### src/rtl/envelope_adsr.sv
// ADSR envelope shaper: scales a signed tone sample by an 8-bit envelope level on each step tick.
// Optional macro ENVELOPE_ROUND_EN rounds the scaled sample half up instead of truncating.
module envelope_adsr #(
  parameter logic [7:0] ATTACK_STEP   = 8'd8,
  parameter logic [7:0] DECAY_STEP    = 8'd4,
  parameter logic [7:0] SUSTAIN_LEVEL = 8'd160,
  parameter logic [7:0] RELEASE_STEP  = 8'd2
) (
  input  logic              clk_in,
  input  logic              rst_in,
  input  logic              step_in,
  input  logic              gate_in,
  input  logic signed [7:0] amp_in,
  output logic signed [7:0] amp_out,
  output logic              valid_out,
  output logic              busy_out
);

  typedef enum logic [2:0] {IDLE, ATTACK, DECAY, SUSTAIN, RELEASE} state_t;

  state_t             state_q, state_d;
  logic [7:0]         env_q, env_d;
  logic signed [7:0]  amp_q, amp_d;
  logic               valid_q;
  logic               busy_q;
  logic [8:0]         attackSum;
  logic signed [16:0] product;

  assign attackSum = {1'b0, env_q} + {1'b0, ATTACK_STEP};

  always_comb begin
    state_d = state_q;
    env_d   = env_q;
    unique case (state_q)
      IDLE: begin
        env_d = 8'd0;
        if (gate_in) state_d = ATTACK;
      end
      ATTACK: begin
        if (!gate_in) begin
          state_d = RELEASE;
        end else if (attackSum >= 9'd255) begin
          env_d   = 8'd255;
          state_d = DECAY;
        end else begin
          env_d = attackSum[7:0];
        end
      end
      DECAY: begin
        if (!gate_in) begin
          state_d = RELEASE;
        end else if ({1'b0, env_q} > {1'b0, SUSTAIN_LEVEL} + {1'b0, DECAY_STEP}) begin
          env_d = env_q - DECAY_STEP;
        end else begin
          env_d   = SUSTAIN_LEVEL;
          state_d = SUSTAIN;
        end
      end
      SUSTAIN: begin
        if (!gate_in) state_d = RELEASE;
        else          env_d   = SUSTAIN_LEVEL;
      end
      RELEASE: begin
        if (gate_in) begin
          state_d = ATTACK;
        end else if (env_q > RELEASE_STEP) begin
          env_d = env_q - RELEASE_STEP;
        end else begin
          env_d   = 8'd0;
          state_d = IDLE;
        end
      end
      default: begin
        state_d = IDLE;
        env_d   = 8'd0;
      end
    endcase
  end

  // The sample is scaled by the level held before this step's envelope update.
  always_comb begin
    product = 17'(amp_in) * 17'($signed({1'b0, env_q}));
`ifdef ENVELOPE_ROUND_EN
    product = product + 17'sd128;
`endif
    amp_d = 8'(product >>> 8);
  end

  always_ff @(posedge clk_in or negedge rst_in) begin
    if (!rst_in) begin
      state_q <= IDLE;
      env_q   <= 8'd0;
      amp_q   <= 8'sd0;
      valid_q <= 1'b0;
      busy_q  <= 1'b0;
    end else begin
      valid_q <= step_in;
      if (step_in) begin
        state_q <= state_d;
        env_q   <= env_d;
        amp_q   <= amp_d;
        busy_q  <= (state_d != IDLE);
      end
    end
  end

  assign amp_out   = amp_q;
  assign valid_out = valid_q;
  assign busy_out  = busy_q;

endmodule

### config.mk
export PLATFORM = sky130hd
export DESIGN_NAME = envelope_adsr
export DESIGN_NICKNAME = d
export VERILOG_FILES = /design/src/rtl/envelope_adsr.sv
export SDC_FILE = /design/constraint.sdc
export NUM_CORES = 1
export LEC_CHECK = 0
export ABC_AREA = 1
export CAP_MARGIN = 40
export CELL_PAD_IN_SITES_DETAIL_PLACEMENT = 1
export CELL_PAD_IN_SITES_GLOBAL_PLACEMENT = 1
export CORE_UTILIZATION = 40
export DETAILED_ROUTE_END_ITERATION = 12
export PLACE_DENSITY_LB_ADDON = 0.08
export SKIP_CTS_REPAIR_TIMING = 1
export SLEW_MARGIN = 30
export SYNTH_ARGS = -nofsm -noshare
export SYNTH_HDL_FRONTEND = slang
export SYNTH_SLANG_ARGS = --single-unit
export TNS_END_PERCENT = 20
### constraint.sdc
create_clock -name clk_in -period 3.9 [get_ports clk_in]
set_clock_uncertainty 0.1 [all_clocks]
set_input_delay 0.975 -clock clk_in [delete_from_list [all_inputs] [get_ports clk_in]]
set_output_delay 0.975 -clock clk_in [all_outputs]
set_load 0.03 [all_outputs]
Yosys cells after proc, flatten, opt, wreduce, memory -nomap -nowiden
Cells that the tools add are included.
Word-level totals
  flip-flop bits (word level): 21
  input bits: 12
  output and inout bits: 10
Cells by class
  $add $sub $neg: 3
  $mul: 1
  $lt $le $gt $ge: 3
  equality and inequality tests: 8
  mux-type cells: 17
  reduce and logical (&&, ||, !) cells: 3
Operator list (number)
  8-bit two-way mux: 7
  8-bit one-hot mux with 4 select lines: 1
  3-bit two-way mux: 8
  8-bit by 9-bit multiplier with 16-bit output: 1
  3-bit one-hot mux with 5 select lines: 1
  8-bit by 4-bit adder with 9-bit output (second input constant): 1
  9-bit by 8-bit >= comparator with 1-bit output (second input constant): 1
  8-bit by 2-bit > comparator with 1-bit output (second input constant): 1
  8-bit > comparator (second input constant): 1
  2-bit inequality test (second input constant): 4
  8-bit by 2-bit subtractor with 8-bit output (second input constant): 1
  8-bit by 3-bit subtractor with 8-bit output (second input constant): 1
  3-bit by 2-bit == test with 1-bit output (second input constant): 2
  5-bit AND reduction: 1
  3-bit by 1-bit == test with 1-bit output (second input constant): 1
  3-bit == test (second input constant): 1
  3-bit zero test: 1
  3-bit nonzero test: 1

Logic depth before layout (Yosys ltp)
  depth after elaboration: 6
  mapped depth: 24
  mapped depth without buffers: 22

Least setup slack after synthesis
No wires, ideal clock.
  path kind: input to register
  start: in amp_in[6]
  end: reg amp_q[5], in the netlist amp_out[5]
  setup time: 0.118 ns
  arrival: 4.397 ns
  required time: 3.682 ns
  path slack: -0.715 ns
  stages: 21
  path buffers: 1
  path through: clkbuf_1 -> nand2_1 -> inv_1 -> fa_1 -> fa_1 -> fa_1 -> inv_1 -> fa_1 -> inv_1 -> ha_1 -> inv_1 -> o21ai_0 -> nand2_1 -> nand2_1 -> inv_1 -> nand2_1 -> nand2_1 -> nand2_1 -> nand2_1 -> nand3_1 -> nand2_1
Between the ends
  cells in the longest elaborated chain, start to end: 1
RTL lines
  from (decl): line 13  | input logic signed [7:0] amp_in,
  8-bit by 9-bit multiplier with 16-bit output: line 82  | product = 17'(amp_in) * 17'($signed({1'b0, env_q}));
  to (signal assigned): line 101  | amp_q <= amp_d;
  to (decl): line 23  | logic signed [7:0] amp_q, amp_d;
No other way between the ends.
A chain may end at the register's enable or synchronous reset.

Worst setup path in the final report
  start: in amp_in[4]
  end: reg amp_q[5], in the netlist amp_out[5]
Same word-level chain as after synthesis.

==> results_dict.tcl <==
set metrics [dict create \
    status "finished with violations" \
    failed_checks "DRC, setup timing" \
    crit-reg2reg-capture "amp_out[5]" \
    power_density_nw_per_um2 780.4 \
    worst_slack_ns -0.4572 \
    crit_path_end_kind "flip-flop" \
    ys.flop_type "dfrtp_1" \
    fin_crit_ns 4.357 \
    antenna_found_initial 0 \
    postRouteAntennaNets 0 \
    final_util_pct 51.42 \
    worst_pin_slew_ns 0.5093 \
    synth_area_um2 3669 \
    critical_path.startpoint_type "primary input" \
    yosysUniqueCellTypes 32 \
    cts.clk_slew.worst_paths_ns 0.09 \
    r2r_start "env_q[2]" \
    grt-ovfl-total 0 \
    die_area_um2 9558 \
    finalSetupViolations 8 \
    clock_path_buffers 2 \
    ys_top_cells_by_area "fa_1 19%, nand2_1 17%, ha_1 16%" \
    synth.top_cell.area_share_pct 19.10 \
    grt_pass1_wl_um 18160 \
    htreeDepth 1 \
    tritoncts "done" \
    routed_wl_um 10370 \
    synth_cells 527 \
    fin_area_um2 4528 \
    drtIter0Drc 89 \
    syn_avg_cell_area_um2 6.961 \
    arrival_ns 4.43 \
    rows 34 \
    synth_common_cells "162 x nand2_1, 115 x inv_1, 47 x ha_1" \
    p_leak_nw 2.665 \
    holdPathEnd "amp_out[2]" \
    area_delta_synth_final_pct 23.43 \
    clk-insertion-delay-late_ns 0.27 \
    synth_edf_count 0 \
    crit_fanout 4 \
    power_mw 3.534 \
    drc_errors 2 \
    vias_per_cell 4.962 \
    hpwlAfterDp_um 8801 \
    grt_pass1_vias 3758 \
    start_util_pct 41.66 \
    max_freq_mhz 229.5 \
    synth_nets 621 \
    rsz0062_at_grt "true" \
    synth_most_common_cell "nand2_1" \
    yosysTopAreaCell "fa_1" \
    fin_crit_sh_pct 111.7 \
    cap_violations 0 \
    placed_area_um2 4310 \
    peakVddDrop_v 0.0006262 \
    r2r_setup_slack_ns -0.18 \
    die_height_um 97.77 \
    track_usage_pct 23.65 \
    io_pins 22 \
    yosys_warnings 0 \
    grt_max_degree 22 \
    nNetsFinal 679 \
    n_antenna_cell 0 \
    port_buffers 21 \
    hold-path-cell-count 2 \
    critical_path_required_ns 3.97 \
    critical_path_class "primary input to flip-flop" \
    die_x_um 97.77 \
    drive_above_1_share_pct 21.23 \
    detailroute.via_count 3434 \
    hold_path.class "flip-flop to flip-flop" \
    synthArstFlopShare_pct 100.0 \
    hold_path_startpoint "amp_out[2]" \
    cts_root_buffer "clkbuf_8" \
    fp.coreArea_um2 8806 \
    cts_sinks 21 \
    relSlewSlack_pct 66.04 \
    ys_ff_latch 21 \
    ys_seq_area_share_pct 14.32 \
    routedWlPerCell_um 14.98 \
    r2r_cells 18 \
    slew_violations 0 \
    gp_congestion 0.8681 \
    dr.pass1.iters 8 \
    finalHoldViolations 0 \
    cts_made_buffers 3 \
]
## power breakdown
| group | switching (mW) | internal (mW) |
|---|---|---|
| Clock | 0.0824 | 0.0724 |
| Sequential | 0.0864 | 0.289 |
| Combinational | 1.70 | 1.31 |
## layer usage
layer  vias to the layer above  share of wire [%]  track usage, %
met1                      1689                 48           32.24
met4                         0               0.87           3.730
li1                       1696                  -               -
met3                         9                2.2           2.004
met2                        40                 49           41.68
met5                         -                  0               0
## layout by cell type, fill, tap and decap left out, drive strengths merged
cell type        n
o22ai            1
fa              35
nand3b           4
xnor2            4
and3             1
nand3           31
o31ai            1
a21oi           11
or2              1
nand4            5
ha              47
o21a             2
nand2          167
dlymetal6s2s     2
clkbuf           6
buf             52
clkinvlp         2
xor2             7
nor2            31
inv            118
a31oi            1
o21ai           20
clkdlybuf4s50   12
o21bai           1
o211ai           1
dfrtp           21
## kinds of logic after synthesis
kind of cell | count (synthesis) | share of synthesized area, %
AND/OR/NAND/NOR | 240 | 27.59
buffers and inverters | 135 | 14.53
adder cells (fa/ha/maj) | 82 | 35.13
AO/OA/AOI/OAI | 38 | 5.799
flip-flops | 21 | 14.32
XOR/XNOR | 11 | 2.626
## worst max-delay path by stage
| stage | slack [ns] | startpoint | cells past startpoint | end |
|---|---|---|---|---|
| 2_1_floorplan | -0.43 | amp_in[2] | 21 | amp_out[5] |
| 3_3_place_gp | -1.25 | amp_in[7] | 21 | amp_out[5] |
| 3_5_place_dp | -1.31 | amp_in[7] | 21 | amp_out[5] |
| 4_1_cts | -1.05 | amp_in[7] | 21 | amp_out[5] |
| 5_1_grt | -0.64 | amp_in[2] | 21 | amp_out[5] |
| 6_report | -0.46 | amp_in[4] | 22 | amp_out[5] |
## final cells by class
type | count | area, um2
sequential | 21 | 525.5
multi-input combinational | 371 | 2786
fill | 1153 | 4278
inverter | 119 | 452.9
tap | 108 | 135.1
clock buffer | 3 | 41.29
timing repair buffer | 69 | 579.3
clock inverter | 1 | 7.507
## metrics by stage
step,hold WS (ns),cells,TNS (ns),worst slack [ns]
5_1_grt,0.4215,692,-4.403,-0.6427
3_3_place_gp,0.3676,684,-9.449,-1.247
4_1_cts,0.3947,688,-7.725,-1.048
6_report,0.3845,692,-2.973,-0.4572
2_1_floorplan,0.4146,527,-2.965,-0.4304
3_5_place_dp,0.3725,684,-9.797,-1.312
## flip-flops by register name, summed over array words and instances (netlist names)
name       cells
env_q          8
amp_out        8
state_q        3
valid_out      1
busy_out       1
## worst max-delay path, cell delays in order
cell and delay (ns):
buf_8 0.10, buf_6 0.12, nand2_2 0.05, inv_2 0.04
fa_1 0.53, fa_1 0.45, fa_1 0.54, inv_2 0.04
fa_1 0.50, inv_2 0.05, ha_4 0.30, inv_4 0.04
o21ai_2 0.16, nand2_2 0.06, nand2_2 0.07, inv_2 0.04
nand2_2 0.06, nand2_2 0.06, nand2_1 0.06, nand2_1 0.05
nand3_1 0.06, nand2_1 0.05
Power figures use the tool's default switching activity.
